$ cat src/rtl/fifo_wr_arbiter.sv
// Round-robin write arbiter with credit-based flow control and flush sequencing for a shared FIFO.
// Latency: accept at edge N drives fifo_wr_en/fifo_data in cycle N+1. Backpressure: req_ready is all zero when out of credits or not in RUN.
module fifo_wr_arbiter #(
    parameter int NUM_REQ = 4,
    parameter int DATA_W  = 8,
    parameter int DEPTH   = 16,
    localparam int CW     = $clog2(DEPTH) + 1,
    localparam int GW     = (NUM_REQ > 1) ? $clog2(NUM_REQ) : 1
) (
    input  logic                      clk,
    input  logic                      rst,
    input  logic [NUM_REQ-1:0]        req_valid,
    input  logic [NUM_REQ*DATA_W-1:0] req_data,
    output logic [NUM_REQ-1:0]        req_ready,
    output logic                      fifo_wr_en,
    output logic [DATA_W-1:0]         fifo_data,
    input  logic                      fifo_pop,
    input  logic                      flush_req,
    output logic                      flush_done,
    output logic [CW-1:0]             credits,
    output logic [GW-1:0]             last_grant,
    output logic                      err_underflow
);

    typedef enum logic [1:0] {RUN, DRAIN, DONE, HOLD} state_t;

    localparam logic [CW-1:0] FULL_C = CW'(DEPTH);
    localparam logic [CW-1:0] ONE_C  = CW'(1);
    localparam logic [GW-1:0] LAST_C = GW'(NUM_REQ - 1);

    state_t          state, state_nxt;
    logic [GW-1:0]   rr_ptr;
    logic [GW-1:0]   grant_idx;
    logic            found;
    logic            accept;
    logic            eligible;
    int              idx;

    assign eligible   = (state == RUN) && (credits != '0);
    assign accept     = |(req_valid & req_ready);
    assign flush_done = (state == DONE);

    // Scan upward from rr_ptr with wraparound; first valid requester wins.
    always_comb begin
        req_ready = '0;
        grant_idx = '0;
        found     = 1'b0;
        idx       = 0;
        if (eligible) begin
            for (int off = 0; off < NUM_REQ; off++) begin
                idx = (int'(rr_ptr) + off) % NUM_REQ;
                if (!found && req_valid[idx]) begin
                    found          = 1'b1;
                    req_ready[idx] = 1'b1;
                    grant_idx      = GW'(idx);
                end
            end
        end
    end

    always_comb begin
        state_nxt = state;
        case (state)
            RUN:     if (flush_req) state_nxt = DRAIN;
            DRAIN:   if (credits == FULL_C && !fifo_wr_en) state_nxt = DONE;
            DONE:    state_nxt = flush_req ? HOLD : RUN;
            HOLD:    if (!flush_req) state_nxt = RUN;
            default: state_nxt = RUN;
        endcase
    end

    always_ff @(posedge clk or posedge rst) begin
        if (rst) begin
            state <= RUN;
        end else begin
            state <= state_nxt;
        end
    end

    // A pop at full credit with no accept is a consumer bug: flag it, keep credits pinned.
    always_ff @(posedge clk or posedge rst) begin
        if (rst) begin
            credits       <= FULL_C;
            err_underflow <= 1'b0;
        end else if (accept && !fifo_pop) begin
            credits <= credits - ONE_C;
        end else if (!accept && fifo_pop) begin
            if (credits == FULL_C) begin
                err_underflow <= 1'b1;
            end else begin
                credits <= credits + ONE_C;
            end
        end
    end

    always_ff @(posedge clk or posedge rst) begin
        if (rst) begin
            rr_ptr     <= '0;
            last_grant <= '0;
            fifo_wr_en <= 1'b0;
            fifo_data  <= '0;
        end else begin
            fifo_wr_en <= accept;
            if (accept) begin
                rr_ptr     <= (grant_idx == LAST_C) ? '0 : grant_idx + GW'(1);
                last_grant <= grant_idx;
                fifo_data  <= req_data[grant_idx*DATA_W +: DATA_W];
            end
        end
    end

endmodule

$ cat config.mk
export PLATFORM = sky130hd
export DESIGN_NAME = fifo_wr_arbiter
export DESIGN_NICKNAME = d
export VERILOG_FILES = /design/src/rtl/fifo_wr_arbiter.sv
export SDC_FILE = /design/constraint.sdc
export NUM_CORES = 1
export LEC_CHECK = 0
export ABC_AREA = 1
export BUFFER_PORTS_ARGS = -buffer_cell sky130_fd_sc_hd__buf_4
export CAP_MARGIN = 15
export CORE_MARGIN = 3
export CORE_UTILIZATION = 25
export DETAILED_ROUTE_END_ITERATION = 8
export PLACE_DENSITY_LB_ADDON = 0.25
export SLEW_MARGIN = 20
export SYNTH_ARGS = -nofsm -noshare
export SYNTH_HDL_FRONTEND = slang
export SYNTH_SLANG_ARGS = --single-unit
$ cat constraint.sdc
create_clock -name clk -period 11.1 [get_ports clk]
set_clock_uncertainty 0.15 [all_clocks]
set_input_delay 2.22 -clock clk [delete_from_list [all_inputs] [get_ports clk]]
set_output_delay 2.22 -clock clk [all_outputs]
set_load 0.02 [all_outputs]
==> flow_summary.json, run 1 <==
{
  "status": "complete, no violations",
  "place_ws_ns": 5.27,
  "critPathArrivalTime_ns": 3.46,
  "die_h_um": 96.7,
  "place.gp.congestion": 0.879,
  "dr.pass1.iters": 4,
  "r2r_slack_ns": 6.72,
  "grt-ovfl-total": 0,
  "port_buffers": 61,
  "post-dp-hpwl_um": 4350,
  "drive_gt1_share_pct": 24.3,
  "hold-path-cell-count": 2,
  "dr_total_vias": 2107,
  "setup_viol": 0,
  "route.met3.wl_um": 366,
  "p_leak_nw": 1.51,
  "drtIter0Drc": 77,
  "worstPathMaxFanout": 7,
  "hold_class": "flop to flop",
  "drc": 0,
  "relSlewSlack_pct": 46.1,
  "routedLengthMet1_um": 2670,
  "yosysUniqueCellTypes": 31,
  "clkTransAtPathRegs_ns": 0.07,
  "r2r_cells": 20,
  "h-tree-depth": 1,
  "antenna_cells": 0,
  "core_mm2": 0.00785,
  "critical_path_class": "primary input to primary output",
  "netlist_area_mm2": 0.00206,
  "first_global_vias": 2040,
  "initial_core_util_pct": 26.2,
  "clk_path_buf_depth": 2,
  "holdCritStartpoint": "fifo_data[5]$_DFFE_PP0N_",
  "grt_pass1_wl_um": 9400,
  "grt_max_degree": 27,
  "max_freq_mhz": 172,
  "ys_seq_area_share_pct": 25.6,
  "r2r-end": "credits[4]$_DFFE_PP1P_",
  "area_delta_synth_final_pct": 27.6,
  "cts_setup_buffers": 0,
  "ios": 62,
  "total_power_uw": 613,
  "yosys.area.top_type": "dfrtp_1",
  "synth_cells": 310,
  "critPathLaunchType": "primary input",
  "rsz0062_at_grt": "no",
  "clk_latency_ns": 0.26,
  "clkSinkCount": 21,
  "synth_warnings": 0,
  "viasPerCell": 4.50,
  "setup_ws_ns": 5.27,
  "track_usage_pct": 11.7,
  "numCtsBuffers": 3,
  "netlist_top_cells_area": "dfrtp_1 (24%), nand2_1 (18%), nand3_1 (11%)",
  "r2r-start": "rr_ptr[0]$_DFFE_PP0N_",
  "route.antenna.remaining_nets": 0,
  "routed.top_layer": "met4",
  "peakVddDrop_mv": 0.120,
  "rows": 32,
  "yosysTopAreaCellShare_pct": 24.3,
  "period_needed_ns": 5.83,
  "die_w_um": 96.7,
  "required_ns": 8.73,
  "synth-seq-cells": 21,
  "post_cts_resized": 0,
  "tightest_slew_ns": 0.808,
  "antenna_found_initial": 0,
  "finalHoldViolations": 0,
  "cts_tree": "yes",
  "wl_per_cell_um": 11.9,
  "finalNetCount": 421,
  "synth.net_count": 364,
  "powerDensity_mw_per_mm2": 234,
  "clockRootBuffer": "clkbuf_8",
  "wl_met2_um": 2420,
  "dieArea_mm2": 0.00935,
  "timing.final.crit_share_pct": 52.5,
  "setup_tns_ns": 0,
  "hold_buffers": 0,
  "synth_area_per_cell_um2": 6.63,
  "wl_um": 5560,
  "end_kind": "primary output",
  "max_cap_viol_count": 0,
  "hold_end": "fifo_data[5]$_DFFE_PP0N_",
  "drv_slew": 0,
  "final_util_pct": 33.4
}
worst max path at each step:
stage                 start            to  slack [ns]  cells after the start
2_1_floorplan  req_valid[1]  req_ready[0]        5.64                      9
3_3_place_gp   req_valid[1]  req_ready[0]        5.31                     11
3_5_place_dp   req_valid[1]  req_ready[0]        5.27                     11
4_1_cts        req_valid[1]  req_ready[0]        5.27                     11
5_1_grt        req_valid[1]  req_ready[0]        5.11                     11
6_report       req_valid[1]  req_ready[0]        5.27                     11
power breakdown:
group / switching [mW] / total [mW] / internal, mW
Combinational: 0.266 / 0.413 / 0.147
Sequential: 0.0386 / 0.150 / 0.112
Clock: 0.0247 / 0.0497 / 0.0250
routing by layer:
metal / vias up / track usage, %
li1: 1095 / -
met1: 927 / 16.6
met2: 75 / 18.2
met3: 10 / 2.45
met4: 0 / 2.81
met5: - / 0
sequential cells by signal (all words and copies together) (netlist names):
| signal | cells |
|---|---|
| state | 2 |
| credits | 5 |
| fifo_data | 8 |
| last_grant | 2 |
| err_underflow | 1 |
| fifo_wr_en | 1 |
| rr_ptr | 2 |
cells by family (layout without fill, tap and decap cells):
kind of cell	Yosys count	count (layout)	share of synthesized area, %
adders and majority gates	14	14	8.89
buffers and inverters	68	124	13.9
DFF	21	21	25.6
and+or+nand+nor	182	182	43.5
AOI/OAI and AO/OA	20	20	6.03
xor gates and xnor gates	5	5	2.13
worst max-delay path: stages:
cell and delay [ns]:
buf_4 0.13, inv_1 0.06, nand2_1 0.09, nand3_4 0.17, nand2_4 0.09, nor2_2 0.22
a21oi_1 0.10, nand3_1 0.11, nand2_1 0.06, inv_1 0.06, buf_4 0.13
stage by stage:
stage | hold WS [ns] | cells | instance area (um2)
3_5_place_dp | 0.324 | 464 | 2580
3_3_place_gp | 0.321 | 464 | 2580
6_report | 0.340 | 468 | 2620
5_1_grt | 0.371 | 468 | 2620
2_1_floorplan | 0.377 | 310 | 2060
4_1_cts | 0.346 | 468 | 2620
synthesized netlist by cell type (all sizes together):
library cell,count
buf,9
dfstp,1
o21bai,2
dfrtp,20
o21ai,3
o21a,1
nor3,1
nand4,17
inv,59
nor4,1
a21oi,8
nand3,48
ha,13
a211oi,1
a31o,1
nor2,9
xor2,4
a21boi,4
fa,1
xnor2,1
nand2,106
cell usage in the layout, fill, tap and decap left out:
master / count
nand2_1: 97
inv_1: 53
a21oi_1: 8
a21boi_0: 4
dfstp_2: 1
nand3_4: 3
a31o_2: 1
xnor2_1: 1
nor2_1: 5
nor3_1: 1
o21bai_1: 2
nor2_2: 2
nor2_4: 1
o21ai_0: 3
dfrtp_1: 20
nor4_1: 1
fa_1: 1
clkinv_2: 1
buf_4: 61
nand3_1: 45
nand2_4: 3
inv_2: 6
o21a_1: 1
clkbuf_8: 3
nor2_8: 1
xor2_1: 4
nand2_2: 6
a211oi_1: 1
ha_1: 13
nand4_1: 17
layout make-up:
| class | count | area, um2 |
|---|---|---|
| inverters | 59 | 221 |
| flip-flops and latches | 21 | 527 |
| well taps | 102 | 128 |
| fillers | 903 | 5220 |
| clock inverters | 1 | 5.00 |
| clock buffers | 3 | 41.3 |
| repair buffers | 61 | 458 |
| multi-input cells | 221 | 1240 |
Power figures use the tool's default switching activity.
==> run 2: changes to the inputs <==
==> constraint.sdc (replaced) <==
create_clock -name clk -period 5.6 [get_ports clk]
set_clock_uncertainty 0.15 [all_clocks]
set_input_delay 1.12 -clock clk [delete_from_list [all_inputs] [get_ports clk]]
set_output_delay 1.12 -clock clk [all_outputs]
set_load 0.02 [all_outputs]
==> flow_summary.json, run 2 (synthesis gave the netlist of run 1 again) <==
{
  "status": "complete, no violations",
  "port_buffers": 61,
  "finalNetCount": 421,
  "critical_path_class": "flop to flop",
  "critPathMaxStageDelay_ns": 0.76,
  "clk_latency_ns": 0.26,
  "timing.final.crit_share_pct": 76.6,
  "hold_buffers": 0,
  "cts_tree": "yes",
  "grt_max_degree": 27,
  "hold_class": "flop to flop",
  "viasPerCell": 4.47,
  "track_usage_pct": 11.7,
  "drtIter0Drc": 94,
  "initial_core_util_pct": 26.2,
  "h-tree-depth": 1,
  "max_cap_viol_count": 0,
  "wl_um": 5800,
  "wl_per_cell_um": 12.4,
  "clkTransAtPathRegs_ns": 0.09,
  "cts_setup_buffers": 0,
  "numCtsBuffers": 3,
  "clkSinkCount": 21,
  "route.antenna.remaining_nets": 0,
  "path_cells": "inv_2 -> ha_1 -> inv_1 -> nand3_1 -> nand2_1 -> nor2_2 -> a21oi_1 -> nand3_1 -> nand3_1 -> nand2_2 -> inv_2 -> nand2_2 -> ha_1 -> inv_1 -> fa_1 -> nor2_1 -> a211oi_1 -> a21oi_1 -> o21a_1 -> xor2_1",
  "period_needed_ns": 4.29,
  "core_mm2": 0.00785,
  "dr_total_vias": 2090,
  "setup_ws_ns": 1.31,
  "largest_register_ffs": 8,
  "rsz0062_at_grt": "no",
  "drc": 0,
  "place_area_mm2": 0.00258,
  "end_kind": "flop",
  "clockRootBuffer": "clkbuf_8",
  "p_leak_nw": 1.51,
  "critPathArrivalTime_ns": 4.33,
  "finalInstanceArea_mm2": 0.00263,
  "crit_path_top_delay_cell": "dfrtp_1",
  "largest_register": "fifo_data",
  "place.gp.congestion": 0.933,
  "tightest_slew_ns": 0.830,
  "fillerInstances": 883,
  "reg_top3": "fifo_data (8), credits (5)",
  "drv_slew": 0,
  "mostFrequentLayoutCells": "nand2_1 (97), buf_4 (61), inv_1 (53)",
  "powerDensity_mw_per_mm2": 467,
  "path_common_cell": "nand3_1",
  "antenna_cells": 0,
  "final_util_pct": 33.5,
  "peakVddDrop_mv": 0.190,
  "required_ns": 5.64,
  "worstPathMaxFanout": 16,
  "post-dp-hpwl_um": 4550,
  "place_ws_ns": 1.33,
  "relSlewSlack_pct": 44.6,
  "ios": 62,
  "critPathLaunchType": "flop",
  "post_cts_resized": 0,
  "die_w_um": 96.7,
  "setup_viol": 0,
  "finalHoldViolations": 0,
  "clk_path_buf_depth": 2,
  "total_power_mw": 1.23,
  "grt-ovfl-total": 0,
  "die_h_um": 96.7,
  "setup_tns_ns": 0,
  "dr.pass1.iters": 4,
  "antenna_found_initial": 0,
  "max_freq_mhz": 233,
  "area_delta_synth_final_pct": 27.8,
  "drive_gt1_share_pct": 24.3,
  "grt_pass1_wl_um": 9470,
  "dieArea_mm2": 0.00935,
  "first_global_vias": 1969,
  "rows": 32,
  "final_common_cell": "nand2_1"
}
-- run 2: layout make-up --
cell class | instances | area [um2] | area share (%)
Clock buffer | 3 | 41.3 | 1.57
Inverter | 59 | 221 | 8.43
Timing Repair Buffer | 61 | 458 | 17.4
Sequential cell | 21 | 527 | 20.1
Clock inverter | 1 | 7.51 | 0.286
Tap cell | 102 | 128 | 4.86
Multi-Input combinational cell | 221 | 1240 | 47.4
-- run 2: final timing paths --
kind / startpoint / to / slack, ns / depth (start not counted)
setup / recovery: rr_ptr[0]$_DFFE_PP0N_ / credits[4]$_DFFE_PP1P_ / 1.31 / 20
hold / removal: err_underflow$_DFFE_PP0P_ / err_underflow$_DFFE_PP0P_ / 0.33 / 1
setup reg to reg: rr_ptr[0]$_DFFE_PP0N_ / credits[4]$_DFFE_PP1P_ / 1.31 / 20
hold reg to reg: err_underflow$_DFFE_PP0P_ / err_underflow$_DFFE_PP0P_ / 0.33 / 1
max in group asynchronous: rst / credits[1]$_DFFE_PP0P_ / 3.91 / 2
min in group asynchronous: rst / fifo_data[6]$_DFFE_PP0N_ / 0.86 / 2
-- run 2: metrics by stage --
| step | hold slack (ns) | std cells |
|---|---|---|
| after floorplan | 0.377 | 310 |
| after global routing | 0.346 | 468 |
| after detailed placement | 0.312 | 464 |
| after CTS | 0.330 | 468 |
| after global placement | 0.305 | 464 |
| final | 0.331 | 468 |
-- run 2: critical path, delay by kind of cell (launching register included) --
kind | cells | cell delay, ns
and+or+nand+nor | 8 | 1.05
xor gates and xnor gates | 1 | 0.14
buffers and inverters | 4 | 0.49
AOI/OAI and AO/OA | 4 | 0.47
DFF | 1 | 0.76
adders and majority gates | 3 | 1.13
-- run 2: routing by layer --
metal	routed length (um)	share of wire (%)	global-route usage, %
met1	2860	49	17.5
met2	2650	46	18.1
met3	293	5.0	2.52
met4	0	0	0.648
met5	0	0	0
-- run 2: power by group --
group | switching (mW) | internal (mW)
sequential | 0.0787 | 0.221
combinational | 0.533 | 0.291
clock | 0.0532 | 0.0503
==> run 3: changes to the inputs <==
==> constraint.sdc (replaced) <==
create_clock -name clk -period 4 [get_ports clk]
set_clock_uncertainty 0.15 [all_clocks]
set_input_delay 0.8 -clock clk [delete_from_list [all_inputs] [get_ports clk]]
set_output_delay 0.8 -clock clk [all_outputs]
set_load 0.02 [all_outputs]
==> flow_summary.json, run 3 (synthesis gave the netlist of run 1 again) <==
{
  "critPathArrivalTime_ns": 3.63,
  "period_needed_ns": 3.60,
  "clk_path_buf_depth": 2,
  "switching_power_uw": 925,
  "largest_register_ffs": 8,
  "rows": 32,
  "hold_ws_ns": 0.334,
  "drive_gt1_share_pct": 25.3,
  "p_comb_share_pct": 69.9,
  "clockRootBuffer": "clkbuf_8",
  "hold_class": "flop to flop",
  "final_common_cell": "nand2_1",
  "mostFrequentLayoutCells": "nand2_1 (97), buf_4 (67), inv_1 (53)",
  "seq_power_share_pct": 22.1,
  "h-tree-depth": 1,
  "critical_path_class": "flop to flop",
  "max_cap_viol_count": 0,
  "drc": 0,
  "core_mm2": 0.00785,
  "place_ws_ns": 0.330,
  "p_leak_nw": 1.54,
  "grt-ovfl-total": 0,
  "dr.pass1.iters": 5,
  "internal-power_uw": 815,
  "dieArea_mm2": 0.00935,
  "port_buffers": 61,
  "grt_max_degree": 27,
  "first_global_vias": 2172,
  "fillerInstances": 905,
  "place.gp.congestion": 0.948,
  "setup_ws_ns": 0.405,
  "worstPathMaxFanout": 12,
  "hold_buffers": 0,
  "finalNetCount": 427,
  "relSlewSlack_pct": 44.5,
  "post-dp-hpwl_um": 4420,
  "numCtsBuffers": 3,
  "wl_um": 5700,
  "clkSinkCount": 21,
  "peakVddDrop_mv": 0.246,
  "multiInputGateArea_mm2": 0.00124,
  "area.sequential_um2": 527,
  "timing.final.crit_share_pct": 89.9,
  "finalInstanceArea_mm2": 0.00267,
  "area_delta_synth_final_pct": 29.8,
  "powerDensity_mw_per_mm2": 653,
  "clkTransAtPathRegs_ns": 0.08,
  "rsz0062_at_grt": "no",
  "place_area_mm2": 0.00262,
  "ios": 62,
  "initial_core_util_pct": 26.2,
  "largest_register": "fifo_data",
  "pwr-share-clk_pct": 8.0,
  "track_usage_pct": 11.9,
  "setup_viol": 0,
  "reg_top3": "fifo_data (8), credits (5)",
  "required_ns": 4.04,
  "antenna_found_initial": 0,
  "total_power_mw": 1.74,
  "die_h_um": 96.7,
  "clk_latency_ns": 0.26,
  "max_freq_mhz": 278,
  "cts_tree": "yes",
  "route.antenna.remaining_nets": 0,
  "finalHoldViolations": 0,
  "dr_total_vias": 2140,
  "end_kind": "flop",
  "wl_per_cell_um": 12.0,
  "drtIter0Drc": 65,
  "tightest_slew_ns": 0.831,
  "drv_slew": 0,
  "die_w_um": 96.7,
  "post_cts_resized": 0,
  "cts_setup_buffers": 0,
  "swShare_pct": 53.2,
  "critPathLaunchType": "flop",
  "antenna_cells": 0,
  "status": "complete, no violations",
  "grt_pass1_wl_um": 9650,
  "setup_tns_ns": 0,
  "viasPerCell": 4.51
}
-- run 3: cell types whose count changed in the layout (fill, tap and decap cells not counted) --
cell and delta:
clkbuf_1 +1, clkinvlp_4 -1, buf_4 +6
-- run 3: power by group through the flow --
stage,clock (mW),combinational [mW],sequential [mW]
4_1_cts,0.148,1.23,0.387
5_1_grt,0.154,1.37,0.399
3_3_place_gp,0,1.21,0.392
6_report,0.139,1.22,0.385
2_1_floorplan,0,0.775,0.478
3_5_place_dp,0,1.22,0.386
-- run 3: worst max-delay path, stage by stage (launching register included) --
cell and delay, ns:
dfrtp_1 0.36, inv_2 0.12, ha_1 0.43, inv_1 0.11
nand3_1 0.09, nand2_1 0.10, nor2_2 0.24, a21oi_1 0.10
nand3_1 0.12, nand3_1 0.09, nand2_2 0.13, inv_2 0.04
nand2_2 0.06, ha_1 0.23, inv_1 0.11, fa_1 0.40
nor2_1 0.12, a211oi_1 0.06, a21oi_1 0.15, o21a_1 0.15
xor2_1 0.15
-- run 3: path summary, 6_finish.rpt --
path / from / endpoint / slack [ns] / cells after the start
min reg2reg: err_underflow$_DFFE_PP0P_ / err_underflow$_DFFE_PP0P_ / 0.33 / 1
max in group asynchronous: rst / fifo_data[3]$_DFFE_PP0N_ / 2.62 / 2
max reg2reg: rr_ptr[0]$_DFFE_PP0N_ / credits[4]$_DFFE_PP1P_ / 0.40 / 20
max: rr_ptr[0]$_DFFE_PP0N_ / credits[4]$_DFFE_PP1P_ / 0.40 / 20
min in group asynchronous: rst / fifo_data[2]$_DFFE_PP0N_ / 0.55 / 2
min: err_underflow$_DFFE_PP0P_ / err_underflow$_DFFE_PP0P_ / 0.33 / 1
-- run 3: metal layers --
metal / global-route usage, % / vias to the layer above / part of all wire (%)
li1: - / 1107 / -
met1: 15.6 / 954 / 47
met2: 19.5 / 71 / 46
met3: 2.96 / 8 / 6.5
met4: 2.81 / 0 / 1.3
met5: 0 / - / 0
-- run 3: stage by stage --
| step | utilization, % | std cells |
|---|---|---|
| 3_3_place_gp | 33.4 | 470 |
| 3_5_place_dp | 33.4 | 470 |
| 2_1_floorplan | - | 310 |
| 4_1_cts | 34.0 | 474 |
| 6_report | 34.0 | 474 |
| 5_1_grt | 34.0 | 474 |
-- run 3: final cells by class --
class | count | share of cell area [%]
repair buffers | 67 | 18.9
inverters | 59 | 8.30
clock buffers | 4 | 1.69
multi-input cells | 221 | 46.6
flip-flops and latches | 21 | 19.7
well taps | 102 | 4.78
